==> config.mk <==
export PLATFORM = sky130hd
export DESIGN_NAME = lsu_mem_ctrl
export DESIGN_NICKNAME = d
export VERILOG_FILES = /design/src/rtl/lsu_pkg.sv /design/src/rtl/lsu_byte_lane.sv /design/src/rtl/lsu_mem_ctrl.sv
export SDC_FILE = /design/constraint.sdc
export NUM_CORES = 1
export LEC_CHECK = 0
export CORE_UTILIZATION = 39
export CTS_BUF_LIST = sky130_fd_sc_hd__clkbuf_2
export DETAILED_ROUTE_END_ITERATION = 8
export GPL_TIMING_DRIVEN = 0
export PLACE_DENSITY_LB_ADDON = 0.08
export SETUP_SLACK_MARGIN = 0.02
export SLEW_MARGIN = 20
export SYNTH_ARGS = -nofsm -noshare
export SYNTH_HDL_FRONTEND = slang
export SYNTH_SLANG_ARGS = --single-unit
==> constraint.sdc <==
create_clock -name clk -period 2.8 [get_ports clk]
set_input_delay 0.7 -clock clk [delete_from_list [all_inputs] [get_ports clk]]
set_output_delay 0.7 -clock clk [all_outputs]
set_load 0.01 [all_outputs]
==> src/rtl/lsu_pkg.sv <==
// Shared types and constants for the load/store unit.
// Op codes match the main decoder's MemWrite encoding: bit0 = store, bit1 = byte.
package lsu_pkg;

    localparam logic [1:0] OP_LW  = 2'b00;
    localparam logic [1:0] OP_SW  = 2'b01;
    localparam logic [1:0] OP_LBU = 2'b10;
    localparam logic [1:0] OP_SB  = 2'b11;

    localparam int LANE_W    = 8;
    localparam int NUM_LANES = 4;

    typedef enum logic [2:0] {
        S_IDLE,
        S_RD,
        S_RESP,
        S_RMW_RD,
        S_MERGE,
        S_WR,
        S_ERR
    } lsu_state_t;

    // Word ops must be 4-byte aligned; byte ops never fault.
    function automatic logic is_misaligned(
        input logic [1:0] op,
        input logic [1:0] lo
    );
        return !op[1] && (lo != 2'b00);
    endfunction

endpackage

==> src/rtl/lsu_byte_lane.sv <==
// Byte-lane helper: extract (lbu) and merge (sb) one little-endian lane.
// Ports: lane = addr[1:0], word = RAM word, wbyte = store byte; ext / merged out.
module lsu_byte_lane
    import lsu_pkg::*;
(
    input  logic [1:0]                  lane,
    input  logic [NUM_LANES*LANE_W-1:0] word,
    input  logic [LANE_W-1:0]           wbyte,
    output logic [NUM_LANES*LANE_W-1:0] ext,
    output logic [NUM_LANES*LANE_W-1:0] merged
);

    always_comb begin
        ext                           = '0;
        merged                        = word;
        ext[LANE_W-1:0]               = word[lane*LANE_W +: LANE_W];
        merged[lane*LANE_W +: LANE_W] = wbyte;
    end

endmodule

==> src/rtl/lsu_mem_ctrl.sv <==
// Load/store controller between the MEM stage and a single-port sync word RAM.
// Ports: req_* (valid/ready request), rsp_* (completion pulse, err, load data),
// mem_* (registered RAM command), mem_rdata (RAM data, one cycle after read).
// Build option LSU_BYTE_STROBE_EN: adds mem_be and does sb as one strobed write.
module lsu_mem_ctrl
    import lsu_pkg::*;
#(
    parameter int ADDR_WIDTH = 32,
    parameter int MEM_AW     = 10
) (
    input  logic                  clk,
    input  logic                  rst,
    input  logic                  req_valid,
    output logic                  req_ready,
    input  logic [1:0]            req_op,
    input  logic [ADDR_WIDTH-1:0] req_addr,
    input  logic [31:0]           req_wdata,
    output logic                  rsp_valid,
    output logic                  rsp_err,
    output logic [31:0]           rsp_rdata,
    output logic                  mem_en,
    output logic                  mem_we,
    output logic [MEM_AW-1:0]     mem_addr,
    output logic [31:0]           mem_wdata,
`ifdef LSU_BYTE_STROBE_EN
    output logic [3:0]            mem_be,
`endif
    input  logic [31:0]           mem_rdata
);

    lsu_state_t state_q, state_d;

    logic              byte_q;
    logic [1:0]        lane_q;
    logic [LANE_W-1:0] wbyte_q;

    logic              en_d, we_d;
    logic [MEM_AW-1:0] addr_d;
    logic [31:0]       wdata_d;
`ifdef LSU_BYTE_STROBE_EN
    logic [3:0]        be_d;
`endif

    logic [31:0] lane_ext, lane_merged;
    logic        accept;

    // Address bits above the RAM are intentionally dropped (wrap).
    logic unused_addr_hi;
    assign unused_addr_hi = ^req_addr[ADDR_WIDTH-1:MEM_AW+2];

    assign req_ready = (state_q == S_IDLE);
    assign accept    = req_valid && req_ready;

    lsu_byte_lane u_lane (
        .lane   (lane_q),
        .word   (mem_rdata),
        .wbyte  (wbyte_q),
        .ext    (lane_ext),
        .merged (lane_merged)
    );

    // Load data is taken straight off the RAM port in RESP.
    always_comb begin
        rsp_rdata = '0;
        if (state_q == S_RESP)
            rsp_rdata = byte_q ? lane_ext : mem_rdata;
    end

    always_comb begin
        state_d = state_q;
        en_d    = 1'b0;
        we_d    = 1'b0;
        addr_d  = mem_addr;
        wdata_d = mem_wdata;
`ifdef LSU_BYTE_STROBE_EN
        be_d    = 4'b0000;
`endif
        case (state_q)
            S_IDLE: begin
                if (req_valid) begin
                    if (is_misaligned(req_op, req_addr[1:0])) begin
                        state_d = S_ERR;
                    end else begin
                        addr_d = req_addr[MEM_AW+1:2];
                        case (req_op)
                            OP_LW, OP_LBU: begin
                                state_d = S_RD;
                                en_d    = 1'b1;
                            end
                            OP_SW: begin
                                state_d = S_WR;
                                en_d    = 1'b1;
                                we_d    = 1'b1;
                                wdata_d = req_wdata;
`ifdef LSU_BYTE_STROBE_EN
                                be_d    = 4'b1111;
`endif
                            end
                            OP_SB: begin
`ifdef LSU_BYTE_STROBE_EN
                                state_d = S_WR;
                                en_d    = 1'b1;
                                we_d    = 1'b1;
                                wdata_d = {NUM_LANES{req_wdata[7:0]}};
                                be_d    = 4'b0001 << req_addr[1:0];
`else
                                state_d = S_RMW_RD;
                                en_d    = 1'b1;
`endif
                            end
                            default: ;
                        endcase
                    end
                end
            end
            S_RD:     state_d = S_RESP;
            S_RESP:   state_d = S_IDLE;
            S_RMW_RD: state_d = S_MERGE;
            S_MERGE: begin
                state_d = S_WR;
                en_d    = 1'b1;
                we_d    = 1'b1;
                wdata_d = lane_merged;
`ifdef LSU_BYTE_STROBE_EN
                be_d    = 4'b1111;
`endif
            end
            S_WR:     state_d = S_IDLE;
            S_ERR:    state_d = S_IDLE;
            default:  state_d = S_IDLE;
        endcase
    end

    always_ff @(posedge clk) begin
        if (!rst) begin
            state_q   <= S_IDLE;
            byte_q    <= 1'b0;
            lane_q    <= 2'b00;
            wbyte_q   <= '0;
            mem_en    <= 1'b0;
            mem_we    <= 1'b0;
            mem_addr  <= '0;
            mem_wdata <= '0;
            rsp_valid <= 1'b0;
            rsp_err   <= 1'b0;
`ifdef LSU_BYTE_STROBE_EN
            mem_be    <= 4'b0000;
`endif
        end else begin
            state_q   <= state_d;
            mem_en    <= en_d;
            mem_we    <= we_d;
            mem_addr  <= addr_d;
            mem_wdata <= wdata_d;
            rsp_valid <= (state_d == S_RESP) || (state_d == S_WR) ||
                         (state_d == S_ERR);
            rsp_err   <= (state_d == S_ERR);
`ifdef LSU_BYTE_STROBE_EN
            mem_be    <= be_d;
`endif
            if (accept) begin
                byte_q  <= req_op[1];
                lane_q  <= req_addr[1:0];
                wbyte_q <= req_wdata[7:0];
            end
        end
    end

endmodule

==> reports/qor.yml, run 1 <==
synth_top_area_share_pct: 38.5
p_switching_uw: 947
hold_viol_final: 0
wl_per_cell_um: 18.1
vdd_ir_drop_max_mv: 0.243
synth_edf_count: 0
clkTransAtPathRegs_ns: 0.15
crit_path_end_kind: "primary output"
area.growth.synth_to_final_pct: 63.7
crit_chain: "clkdlybuf4s50_1 > mux2_2 > o22ai_2 > a21oi_1 > dlygate4sd2_1"
finalCritPeriodShare_pct: 98.5
crit_path_top_delay_cell: "clkdlybuf4s50_1"
drt_first_pass_iters: 5
intPower_mw: 1.70
hold_path_class: "reg2reg"
netlist_instances: 375
ys.flop_type: "dfxtp_1"
hold_buffers: 0
tritoncts: "yes"
rsz0062_at_grt: "true"
leakage_nw: 2.04
yosysWarnings: 0
finalClockSkew_ns: 0.0353
sw_frac_of_total_pct: 35.8
cts_buffers: 9
antenna_found_initial: 0
synth-async-reset-ratio_pct: 0
yosys-top-cells-area: "dfxtp_1 39%, nand2_1 7.5%, a221oi_1 6.7%"
die-area_um2: 8360
cts_num_sinks: 60
ys_types: 36
max_slew_margin_pct: 32.3
clkPwrFrac_pct: 20.9
cp-start-kind: "input pin"
drive_gt1_share_pct: 15.5
grt_start_max_net_pins: 13
nets: 662
synth-seq-cells: 60
cts_buffer_depth: 2
register_area_um2: 1220
ant_nets: 0
syn_area_um2: 3120
htreeDepth: 3
dieHeight_um: 91.4
hpwl_mm: 8.73
die_width_um: 91.4
fillCellCount: 679
outcome: "finished clean"
rows: 32
port_buffers: 158
power_density_nw_per_um2: 519
worst_pin_slew_ns: 1.01
core_um2: 7730
final-max-slew-violation-count: 0
vias: 3721
grt_usage_pct: 27.9
syn_nets: 481
yosysSeqAreaShare_pct: 38.5
gr-total-overflow: 0
synth_most_common_cell: "nand2_1"
num_io_pins: 180
synth.avg_cell_area_um2: 8.31
cp_max_fo: 3
combPwrFrac_pct: 39.6
min_period_ns: 2.76
drc: 0
clk_latency_ns: 0.52
p_seq_share_pct: 39.5
slowest_delay_ns: 0.48
fin_hold_ws_ns: 0.489
grt_pass1_vias: 3425
postLayoutCoreUtil_pct: 66.0
finalSetupViolCount: 0
num_antenna_cells: 0
wl_mm: 12.0
grt_pass1_wl_mm: 18.1
cap_viol_max_count: 0
multi_input_area_um2: 1860
arrival_ns: 2.06
gp_congestion: 0.878
initial_core_util_pct: 40.3
drt-initial-drc-count: 304
required_ns: 2.10
path_class: "in2out"
via_per_inst: 5.61
yosys.area.top_type: "dfxtp_1"
yosys-top-cells-count: "62 x nand2_1, 60 x dfxtp_1, 37 x nor2_1"
fmax_mhz: 362
root_buffer: "clkbuf_2"
==> what timing repair did <==
| item | in CTS | in global routing |
|---|---|---|
| gates cloned | 0 | 0 |
| hold endpoints to repair | 0 | 0 |
| resized for setup | 84 | 27 |
| pin swaps | 0 | 1 |
| setup buffers | 6 | 7 |
| setup endpoints to repair | 39 | 31 |
==> metal layers <==
metal | routed length, um | GRT usage (%) | up-vias
li1 | - | - | 1753
met1 | 4940 | 35.1 | 1686
met2 | 5450 | 43.9 | 251
met3 | 1260 | 6.62 | 31
met4 | 343 | 14.9 | 0
met5 | 0 | 0 | -
==> cell usage in the layout (no fill, tap or decap), types with 3 or more instances in the layout <==
| cell | Yosys | final |
|---|---|---|
| dlygate4sd2_1 | 0 | 16 |
| a31oi_1 | 8 | 8 |
| and2_1 | 24 | 24 |
| clkdlybuf4s50_1 | 0 | 122 |
| nand2b_1 | 8 | 8 |
| inv_1 | 7 | 7 |
| nor3_1 | 6 | 6 |
| a21oi_1 | 22 | 22 |
| ha_1 | 5 | 5 |
| dlymetal6s2s_1 | 0 | 3 |
| buf_4 | 1 | 13 |
| o221a_2 | 9 | 9 |
| o21ai_0 | 10 | 10 |
| mux2_2 | 8 | 8 |
| buf_2 | 3 | 10 |
| dfxtp_1 | 60 | 55 |
| o32ai_1 | 24 | 24 |
| dfxtp_4 | 0 | 5 |
| nor2_1 | 37 | 37 |
| clkdlybuf4s15_1 | 0 | 5 |
| clkbuf_2 | 0 | 15 |
| o22ai_2 | 0 | 6 |
| clkinv_2 | 0 | 3 |
| mux2i_1 | 10 | 10 |
| nand2_1 | 62 | 61 |
| clkbuf_1 | 19 | 15 |
| a221oi_1 | 24 | 24 |
==> critical path, delay by kind of cell <==
kind,cells,cell delay [ns]
compound gates,2,0.29
buf+inv,2,0.77
mux,1,0.30
==> area by class of cell <==
class	instances	share of cell area [%]
buffer	25	2.70
clock buffer	11	1.08
clock inverter	5	1.03
inverter	8	0.588
multi-input combinational	281	36.5
sequential	60	23.9
tap	102	2.50
timing repair buffer	171	31.7
==> cell families after synthesis <==
family                     count (synthesis)  synth area share (%)
and+or+nand+nor                          149                  23.1
AOI/OAI and AO/OA                        109                  26.0
DFF                                       60                  38.5
buffers and inverters                     34                  4.33
muxes                                     18                  6.10
adders and majority gates                  5                  2.01
==> state kept, by name, indices dropped and copies added (netlist names) <==
register   count
mem_wdata     32
mem_addr      10
wbyte_q        8
state_q        3
lane_q         2
byte_q         1
mem_en         1
mem_we         1
rsp_err        1
rsp_valid      1
==> per-stage QoR <==
| step | setup slack (ns) | TNS (ns) | std cells | total power [mW] | cell area [um2] |
|---|---|---|---|---|---|
| 4_1_cts | -0.121 | -0.991 | 657 | 2.61 | 5070 |
| 5_1_grt | 0.0136 | 0 | 663 | 2.77 | 5100 |
| 3_3_place_gp | -0.268 | -6.47 | 635 | 2.02 | 4830 |
| 3_5_place_dp | -0.343 | -7.47 | 635 | 2.04 | 4830 |
| 6_report | 0.0407 | 0 | 663 | 2.65 | 5100 |
| 2_1_floorplan | 0.664 | 0 | 375 | 1.53 | 3120 |
==> path summary, 6_finish.rpt <==
check,slack [ns],start,depth (start not counted),end
worst min register to register,0.49,mem_wdata[20],2,mem_wdata[20]
worst max register to register,0.20,lane_q[0],7,mem_wdata[19]
worst min-delay path,0.49,mem_wdata[20],2,mem_wdata[20]
worst max-delay path,0.04,mem_rdata[25],5,rsp_rdata[1]
==> power groups by stage <==
| stage | Combinational, mW | Sequential (mW) | Clock [mW] |
|---|---|---|---|
| floorplan | 0.456 | 1.08 | 0 |
| global placement | 0.968 | 1.06 | 0 |
| detailed placement | 0.984 | 1.06 | 0 |
| CTS | 1.01 | 1.04 | 0.554 |
| global route | 1.12 | 1.06 | 0.590 |
| finish | 1.05 | 1.05 | 0.554 |
No activity file was read; power rests on OpenSTA's default activity.
==> run 2, diff against run 1 <==
--- a/config.mk
+++ b/config.mk
@@ -10,6 +10,7 @@
 export DETAILED_ROUTE_END_ITERATION = 8
 export GPL_TIMING_DRIVEN = 0
 export PLACE_DENSITY_LB_ADDON = 0.08
+export REMOVE_ABC_BUFFERS = 1
 export SETUP_SLACK_MARGIN = 0.02
 export SLEW_MARGIN = 20
 export SYNTH_ARGS = -nofsm -noshare
==> reports/qor.yml, run 2 (synthesis results as in run 1) <==
outcome: "finished clean"
core_um2: 7730
via_per_inst: 5.59
cp_max_fo: 3
r2r_slack_ns: 0.18
gr-total-overflow: 0
path_class: "in2out"
reg_top3: "mem_wdata x32, mem_addr x10, wbyte_q x8"
finalClockSkew_ns: 0.0217
hold_buffers: 0
fin_hold_ws_ns: 0.483
rr_worst_depth: 7
nets: 637
gp_congestion: 0.815
cts_buffer_depth: 2
grt_start_max_net_pins: 33
cap_viol_max_count: 0
cts_num_sinks: 60
top_register: "mem_wdata"
rsz0062_at_grt: "false"
hpwl_mm: 7.85
cts_buffers: 9
largest_register_ffs: 32
rows: 32
required_ns: 2.10
num_antenna_cells: 0
hold_path_class: "reg2reg"
arrival_ns: 2.05
final_cell_mix: "126 x clkdlybuf4s50_1, 61 x nand2_1, 54 x dfxtp_1, 37 x nor2_1, 31 x dlygate4sd2_1"
final-max-slew-violation-count: 0
grt_usage_pct: 27.1
power_density_nw_per_um2: 533
drt-initial-drc-count: 243
max_slew_margin_pct: 29.4
crit_path_end_kind: "primary output"
finalSetupViolCount: 0
area.growth.synth_to_final_pct: 61.3
clkTransAtPathRegs_ns: 0.16
mostFrequentLayoutCell: "clkdlybuf4s50_1"
power_mw: 2.68
grt_pass1_vias: 3414
reg2reg_to: "mem_wdata[15]"
initial_core_util_pct: 40.3
drc: 0
wl_mm: 11.1
clk_latency_ns: 0.52
num_io_pins: 180
grt_pass1_wl_mm: 17.7
wl_per_cell_um: 17.4
die_width_um: 91.4
finalCritPeriodShare_pct: 98.1
drt_first_pass_iters: 5
vias: 3565
timing.setup.tns_ns: 0
port_buffers: 159
htreeDepth: 3
die-area_um2: 8360
fmax_mhz: 364
leakage_nw: 2.02
min_from: "mem_wdata[30]"
drive_gt1_share_pct: 12.7
cp-start-kind: "input pin"
tritoncts: "yes"
worst_pin_slew_ns: 1.05
postLayoutCoreUtil_pct: 65.1
vdd_ir_drop_max_mv: 0.323
min_to: "mem_wdata[30]"
dieHeight_um: 91.4
antenna_found_initial: 0
root_buffer: "clkbuf_2"
min_period_ns: 2.75
whs_path_depth: 2
rr_startpoint: "lane_q[0]"
ant_nets: 0
hold_viol_final: 0
run 2: power breakdown:
part,total (mW),switching [mW],leakage [nW],internal [mW]
logic,0.999,0.489,1.45,0.510
clock network,0.633,0.340,0.0813,0.293
registers,1.05,0.0842,0.493,0.963
total,2.68,0.914,2.02,1.77
run 2: critical path, cell delays in order:
cell and delay, ns:
clkdlybuf4s50_1 0.47, mux2_2 0.29, o22ai_1 0.18, a21oi_1 0.09, dlygate4sd2_1 0.31
run 2: final cells by class:
class | count | area, um2
clock inverters | 7 | 90.1
fillers | 671 | 2700
clock buffers | 9 | 45.0
repair buffers | 169 | 1630
well taps | 102 | 128
multi-input cells | 283 | 1880
flip-flops and latches | 60 | 1220
inverters | 8 | 33.8
run 2: how the worst max path moves through the flow:
stage / slack [ns] / to / from
after floorplan: 0.49 / rsp_valid / req_valid
after global placement: -0.84 / rsp_valid / req_addr[0]
after detailed placement: -0.59 / mem_wdata[0] / rst
after CTS: -0.03 / rsp_rdata[12] / state_q[0]
after global routing: 0.02 / mem_wdata[10] / lane_q[0]
final: 0.05 / rsp_rdata[5] / mem_rdata[13]
run 2: routing by layer:
metal,part of all wire (%),GRT usage [%],up-vias
li1,-,-,1699
met1,44,35.3,1660
met2,47,43.8,193
met3,8.1,6.11,13
met4,1.4,9.13,0
met5,0,0,-
run 2: repair_timing:
action / in CTS / in global routing
pin swaps: 1 / 0
buffers inserted: 8 / 1
hold endpoints to repair: 0 / 0
gates resized for setup: 51 / 6
setup endpoints to repair: 40 / 6
gates cloned: 2 / 0
run 2: per-stage QoR:
stage | setup slack (ns) | std cells | cell area, um2
6_report | 0.0544 | 638 | 5030
5_1_grt | 0.0153 | 638 | 5030
4_1_cts | -0.0323 | 637 | 4980
3_5_place_dp | -0.594 | 611 | 4770
3_3_place_gp | -0.838 | 610 | 4730
2_1_floorplan | 0.491 | 349 | 3010
